===== config.mk =====
export PLATFORM = sky130hd
export DESIGN_NAME = sigmf_bp
export DESIGN_NICKNAME = d
export VERILOG_FILES = /design/src/rtl/sigmf_bp.sv
export SDC_FILE = /design/constraint.sdc
export NUM_CORES = 1
export LEC_CHECK = 0
export ABC_CLOCK_PERIOD_IN_PS = 6300
export BUFFER_PORTS_ARGS = -buffer_cell sky130_fd_sc_hd__buf_2
export CAP_MARGIN = 25
export CORE_MARGIN = 2
export CORE_UTILIZATION = 30
export DETAILED_ROUTE_END_ITERATION = 8
export PLACE_DENSITY_LB_ADDON = 0.25
export SETUP_SLACK_MARGIN = 0.02
export SYNTH_ARGS = -nofsm -noshare
export SYNTH_HDL_FRONTEND = slang
export SYNTH_SLANG_ARGS = --single-unit

===== constraint.sdc =====
create_clock -name clk -period 6.3 [get_ports clk]
set_input_delay 0.63 -clock clk [delete_from_list [all_inputs] [get_ports clk]]
set_output_delay 0.63 -clock clk [all_outputs]
set_load 0.01 [all_outputs]

===== src/rtl/sigmf_bp.sv =====
// Sigmoid backprop: o_grad = delta * y * (1 - y) using one iterative signed shift-add multiplier.
// Optional macro SIGMF_BP_CLAMP_EN clamps the captured y to [0, 1.0].
module sigmf_bp #(
   parameter int WIDTH = 32,
   parameter int FRAC  = 24
) (
   input  logic             clk,
   input  logic             rst,
   input  logic             i_valid,
   output logic             i_ready,
   input  logic [WIDTH-1:0] i_y,
   input  logic [WIDTH-1:0] i_delta,
   output logic             o_valid,
   input  logic             o_ready,
   output logic [WIDTH-1:0] o_grad
);

   localparam logic [1:0] IDLE = 2'd0;
   localparam logic [1:0] MUL1 = 2'd1;
   localparam logic [1:0] MUL2 = 2'd2;
   localparam logic [1:0] DONE = 2'd3;

   localparam int CW = $clog2(WIDTH + 1);
   localparam logic [WIDTH-1:0] ONE = {{(WIDTH-1){1'b0}}, 1'b1} << FRAC;
   localparam logic [CW-1:0] LAST_CNT = CW'(WIDTH);

   logic [1:0]         state_reg;
   logic [CW-1:0]      cnt_reg;
   logic [WIDTH-1:0]   y_reg;
   logic [WIDTH-1:0]   delta_reg;
   logic [WIDTH-1:0]   om_reg;
   logic [2*WIDTH-1:0] mcand_reg;
   logic [WIDTH-1:0]   mplier_reg;
   logic [2*WIDTH-1:0] acc_reg;
   logic [WIDTH-1:0]   grad_reg;

   logic [WIDTH-1:0]   y_cap;
   logic [2*WIDTH-1:0] addend;
   logic [2*WIDTH-1:0] sum;
   logic [WIDTH-1:0]   slice;
   logic               last;

   always_comb begin
`ifdef SIGMF_BP_CLAMP_EN
      if (i_y[WIDTH-1])
         y_cap = '0;
      else if (i_y > ONE)
         y_cap = ONE;
      else
         y_cap = i_y;
`else
      y_cap = i_y;
`endif
   end

   // The multiplier's top bit carries negative weight, so the final step subtracts.
   assign last   = (cnt_reg == LAST_CNT);
   assign addend = mplier_reg[0] ? mcand_reg : '0;
   assign sum    = last ? (acc_reg - addend) : (acc_reg + addend);
   assign slice  = sum[FRAC+WIDTH-1:FRAC];

   assign i_ready = (state_reg == IDLE);
   assign o_valid = (state_reg == DONE);
   assign o_grad  = grad_reg;

   always_ff @(posedge clk) begin
      if (rst) begin
         state_reg  <= IDLE;
         cnt_reg    <= '0;
         y_reg      <= '0;
         delta_reg  <= '0;
         om_reg     <= '0;
         mcand_reg  <= '0;
         mplier_reg <= '0;
         acc_reg    <= '0;
         grad_reg   <= '0;
      end else begin
         case (state_reg)
            IDLE: begin
               if (i_valid) begin
                  y_reg     <= y_cap;
                  delta_reg <= i_delta;
                  om_reg    <= ONE - y_cap;
                  cnt_reg   <= '0;
                  state_reg <= MUL1;
               end
            end
            MUL1: begin
               if (cnt_reg == '0) begin
                  // Load cycle: operands move from capture registers into the multiplier.
                  mcand_reg  <= {{WIDTH{y_reg[WIDTH-1]}}, y_reg};
                  mplier_reg <= om_reg;
                  acc_reg    <= '0;
                  cnt_reg    <= CW'(1);
               end else if (last) begin
                  mcand_reg  <= {{WIDTH{delta_reg[WIDTH-1]}}, delta_reg};
                  mplier_reg <= slice;
                  acc_reg    <= '0;
                  cnt_reg    <= CW'(1);
                  state_reg  <= MUL2;
               end else begin
                  acc_reg    <= sum;
                  mcand_reg  <= mcand_reg << 1;
                  mplier_reg <= mplier_reg >> 1;
                  cnt_reg    <= cnt_reg + CW'(1);
               end
            end
            MUL2: begin
               if (last) begin
                  grad_reg  <= slice;
                  cnt_reg   <= '0;
                  state_reg <= DONE;
               end else begin
                  acc_reg    <= sum;
                  mcand_reg  <= mcand_reg << 1;
                  mplier_reg <= mplier_reg >> 1;
                  cnt_reg    <= cnt_reg + CW'(1);
               end
            end
            DONE: begin
               if (o_ready)
                  state_reg <= IDLE;
            end
            default: state_reg <= IDLE;
         endcase
      end
   end

endmodule


### Yosys cells after proc, flatten, opt, wreduce, memory -nomap -nowiden

Index checks and enable logic that the tools add are counted.
Widths: inputs -> output; s select.

* reductions and logical operators: 9
* muxes and demuxes: 25
* add/subtract/negate cells: 4
* equality and inequality tests: 10

Operators with widths (number)
* $mux 64: 8
* $pmux 64 s2: 2
* $mux 32: 3
* $add 64x64->64: 1
* $pmux 32 s2: 1
* $sub 64x64->64: 1
* $sub 25x32->32 const A: 1
* $mux 6: 4
* $pmux 6 s3: 1
* $mux 2: 5
* $ne 2x2->1 const B: 5
* $pmux 2 s4: 1
* $reduce_and 2->1: 4
* $add 6x1->6 const B: 1
* $eq 6x6->1 const B: 1
* $logic_not 6->1: 1
* $reduce_and 5->1: 1
* $eq 2x2->1 const B: 2
* $reduce_bool 3->1: 1
* $eq 2x1->1 const B: 1
* $logic_not 2->1: 1
* $ne 2x1->1 const B: 1
* $reduce_bool 2->1: 1

* word-level logic and storage cells: 57
* input bits: 68
* bits in registers: 296
* output and inout bits: 34

### Longest topological paths before layout

* word-level depth: 6
* depth in mapped cells: 25
* gate-level depth less buffers: 21

### Worst setup path before layout

No wires, ideal clock.

* kind: flip-flop to flip-flop
* start: register mplier_reg[0]
* end: register acc_reg[55]
* path buffers: 6
* setup time: 117 ps
* data required time: 6183 ps
* period minus slack after synthesis: 5106 ps
* data arrival time: 4988 ps
* setup slack: 1194 ps
* stages on the path, launching flop included: 26
* path through: dfxtp_1 -> clkbuf_1 -> clkbuf_1 -> clkbuf_1 -> clkbuf_1 -> nand2_1 -> ha_1 -> buf_4 -> nand3_1 -> a21oi_1 -> a21oi_1 -> nand3b_1 -> o21ai_0 -> a22oi_1 -> ha_1 -> clkbuf_1 -> a21o_1 -> a21o_1 -> a21oi_1 -> o31ai_4 -> o31ai_4 -> o41ai_4 -> a41oi_2 -> o21a_1 -> or3_1 -> a32o_1

* cells in the longest elaborated chain, start to end: 6
* elaborated cells on any way between the ends: 8
* those cells by class: add/sub: 2; mux: 6

RTL lines
* start, declared: RTL line 33 `logic [WIDTH-1:0] mplier_reg;`
* start signal, assigned: RTL line 92 `mplier_reg <= om_reg;`
* start signal, assigned: RTL line 97 `mplier_reg <= slice;`
* start signal, assigned: RTL line 104 `mplier_reg <= mplier_reg >> 1;`
* $mux 64 (*): RTL line 58 `assign addend = mplier_reg[0] ? mcand_reg : '0;`
* $add 64x64->64 or $sub 64x64->64 (tied branches): RTL line 59 `assign sum = last ? (acc_reg - addend) : (acc_reg + addend);`
* $mux 64 (*): RTL line 59
* $mux 64: RTL line 95 `end else if (last) begin`
* $mux 64: RTL line 89 `if (cnt_reg == '0) begin`
* $pmux 64 s2 (*): RTL line 78 `case (state_reg)`
* end signal, assigned: RTL line 102 `acc_reg <= sum;`
* end signal, assigned: RTL line 114 `acc_reg <= sum;`
* end, declared: RTL line 34 `logic [2*WIDTH-1:0] acc_reg;`

Every way passes the cells marked *; elsewhere a longest branch is shown, timed or not. The select of a mux whose other input is x is not followed.
A chain may end at the register's enable or synchronous reset.

### Worst setup path in the final report

* start: register mcand_reg[10]
* end: register mplier_reg[25]

* cells in the longest elaborated chain, start to end: 6
* elaborated cells on any way between the ends: 7
* those cells by class: add/sub: 2; mux: 5

RTL lines
* start, declared: RTL line 32 `logic [2*WIDTH-1:0] mcand_reg;`
* start signal, assigned: RTL line 91 `mcand_reg <= {{WIDTH{y_reg[WIDTH-1]}}, y_reg};`
* start signal, assigned: RTL line 96 `mcand_reg <= {{WIDTH{delta_reg[WIDTH-1]}}, delta_reg};`
* start signal, assigned: RTL line 103 `mcand_reg <= mcand_reg << 1;`
* $mux 64 (*): RTL line 58
* $add 64x64->64 or $sub 64x64->64 (tied branches): RTL line 59
* $mux 64 (*): RTL line 59
* $mux 32 (*): RTL line 95
* $mux 32 (*): RTL line 89
* $pmux 32 s2 (*): RTL line 78

Every way passes the cells marked *; elsewhere a longest branch is shown, timed or not.

==> results.md <==
* Synth Area in Compound Gates at 24.8%
* Cell Area, Placed at about 18000 um^2
* CTS Buf Count at 35
* Critical path cell sequence: o41ai_1 -> nand3_1 -> a21oi_1 -> and3_1 -> nor2_1 -> o311ai_0 -> ha_1 -> nand2_1 -> nor2_1 -> nand2_1 -> o21ai_0 -> a31oi_1 -> o21ai_0 -> nor3b_1 -> a211oi_1 -> a21oi_1 -> o22ai_1
* CP Launch Type: register
* Die Area at just under 60000 um^2
* Routed len/inst at 19.6 um
* Row cnt at 86
* Ant diodes at 0
* Yosys warnings at 0
* Period minus WS final at 5730 ps
* Synth area leaders: dfxtp_1 (33%), a21oi_1 (9.1%), nand2_1 (8.7%)
* Worst Hold Class: input port to register
* Setup TNS at 0 ps
* Post-synthesis sequential area ratio at 33.3%
* CP Capture Type: register
* Final #Nets at ~2400
* Vias in the first global route at 15500
* CTS Hold Bufs at 0
* DP HPWL at between 40000 and 50000 um
* Largest net degree at the start of global routing at 98
* Die extent in x at 240 um
* Crit-path slowest cell: o41ai_1
* DRC viols at 0
* Clk buf depth at 3
* TritonCTS clock tree: done
* Gr ovfl total at 0
* Syn avg cell area at between 7 and 8 um^2
* Worst Path Arrival at 6220 ps
* Xor/xnor cell area share of the yosys netlist at 5.38%
* RSZ-0062 raised after global routing: no
* Vias/cell at 5.45
* Fin crit share at 91.0%
* Clock sink count at about 280
* Endpoints failing setup at 0
* P&R area growth vs syn at 13.7%
* Post-Synth Adder-Cell Area at 4.89%
* H-tree depth at 2
* Routability cong. at 0.928
* Critical Setup Path Class: register to register
* Root Driver: clkbuf_16
* Yosys top cell area share at 33.3%
* Flop and latch count out of synthesis at 279
* Setup ws final at 569 ps
* Ports at 102
* I/O Buffers at 101
* Maxcap violations at 0
* Latest clock arrival within the worst-skew pair at between 500 and 600 ps
* Post-synth net total at 2410
* Clk pin slew, worst setup/hold paths at 60 ps
* Drt pass-1 iters at 5
* Antenna violations before repair at 1
* Clk_skew at 31.7 ps
* Mapped Area at 16800 um^2
* Setup Slack @ Placement at 729 ps
* EDFF count, synth at 0
* Drt initial violations at 1640
* Via count at 16600
* Delay of the slowest critical-path stage at 820 ps
* Cell taking the most area after synthesis: dfxtp_1
* Slew HR at 30.8%
* Worst Path Max Fanout at 7
* Cells after synthesis at about 2300
* Postcts setup bufs at 0
* Ys flop type: dfxtp_1
* Initial Util at 30.4%
* Total GRT Usage at between 20% and 30%
* Final wirelength at ~60000 um
* Hold Fails Final Rpt at 0
* Core ar. at around 55000 um^2
* Synth Area in Simple Gates at 24.6%
* Fmax at ~0.17 GHz
* Largest family of logic cells by synthesized area: compound AO/OA/AOI/OAI gates
* Die height at 240 um
* Critical path required time at 6790 ps
* CTS resizes at 0
* Mux contribution to synthesized area at under 10%
* Max Slew Vio Count at 0
* Antenna Nets Post-Route at 0
* Worst slew pin tran at 1040 ps
* Final instance area at 19100 um^2
* Ys async rst share at 0%
* First-pass GRT wire length at between 90000 and 100000 um
* Yosys cell types at 90
* Outcome: finished, final reports clean
* Final Util at 34.5%
* Share of layout cells above drive strength 1 at 9.70%
[placed cells by master, fill, tap and decap left out, types with 22 or more instances in the layout]
cell | netlist | routed
o21ai_0 | 129 | 129
xnor2_1 | 55 | 55
xor2_1 | 48 | 48
nand3_1 | 62 | 62
inv_1 | 34 | 34
a21o_1 | 39 | 39
dfxtp_1 | 279 | 277
or3_1 | 22 | 22
buf_2 | 10 | 100
nor3_1 | 96 | 96
a21oi_1 | 304 | 304
nand2_1 | 389 | 387
clkbuf_16 | 0 | 35
a22oi_1 | 29 | 29
buf_4 | 3 | 29
mux2i_1 | 41 | 41
nor2_1 | 207 | 204
ha_1 | 64 | 64
nand4_1 | 29 | 29
[stage by stage]
| stage | hold slack [ps] | std cells |
|---|---|---|
| 6_report | 293 | 3057 |
| 5_1_grt | 302 | 3057 |
| 4_1_cts | 275 | 3057 |
| 3_5_place_dp | 442 | 2994 |
| 3_3_place_gp | 439 | 2994 |
| 2_1_floorplan | 427 | 2277 |
[layout make-up]
cell class | instances | area [um^2]
tap | 748 | 936
multi-input combinational | 1802 | 10500
inverter | 35 | 131
clock inverter | 12 | 200
timing repair buffer | 130 | 729
sequential | 279 | 5590
clock buffer | 51 | 1030
fill | 5886 | 36100
[Yosys cell counts (5+ instances only)]
cell,instances
a221oi_1,5
nand4_1,29
nor4_1,11
o21ai_0,129
and3_1,21
buf_1,6
o21bai_1,16
o21a_1,10
mux2i_1,41
nand2b_1,11
nand2_1,389
o31ai_1,11
a211oi_1,14
or3_1,22
nor2_1,207
clkbuf_1,141
xnor2_1,55
a21oi_1,304
o2111ai_1,6
o22ai_1,8
inv_1,34
nor3_1,96
a21o_1,39
a22oi_1,29
ha_1,64
o41ai_1,10
a31oi_1,15
a22o_1,12
nand3_1,62
nand3b_1,5
nor2b_1,12
and2_1,8
xor2_1,48
o21ai_1,14
or4_1,12
buf_2,10
o211ai_1,6
dfxtp_1,279
[critical path, delay by kind of cell, from the launching register on]
kind / cells / cell delay, ps
AOI/OAI and AO/OA: 9 / 3620
and+or+nand+nor: 7 / 1400
DFF: 1 / 370
adders and majority gates: 1 / 270
[kinds of logic (layout without fill, tap and decap cells)]
| kind of cell | after synthesis | after routing |
|---|---|---|
| xor gates and xnor gates | 103 | 103 |
| buffers and inverters | 196 | 228 |
| muxes | 42 | 42 |
| adders and majority gates | 65 | 65 |
| DFF | 279 | 279 |
| and+or+nand+nor | 913 | 913 |
| AOI/OAI and AO/OA | 679 | 679 |
[path summary, 6_finish.rpt]
check / end / slack (ps) / cells after the start / startpoint
setup reg to reg: mplier_reg[25] / 570 / 17 / mcand_reg[10]
hold / removal: delta_reg[9] / 290 / 3 / i_delta[9]
hold reg to reg: o_grad[2] / 450 / 2 / o_grad[2]
setup / recovery: mplier_reg[25] / 570 / 17 / mcand_reg[10]
[per-layer routing]
layer,part of all wire [%],track usage [%]
met1,48,29.8
met2,43,30.4
met3,6.0,2.56
met4,2.7,6.49
met5,0,0
Power is left out: the tool's default activity adds up to more than one toggle a clock period on the data nets, which glitch-free logic cannot reach.
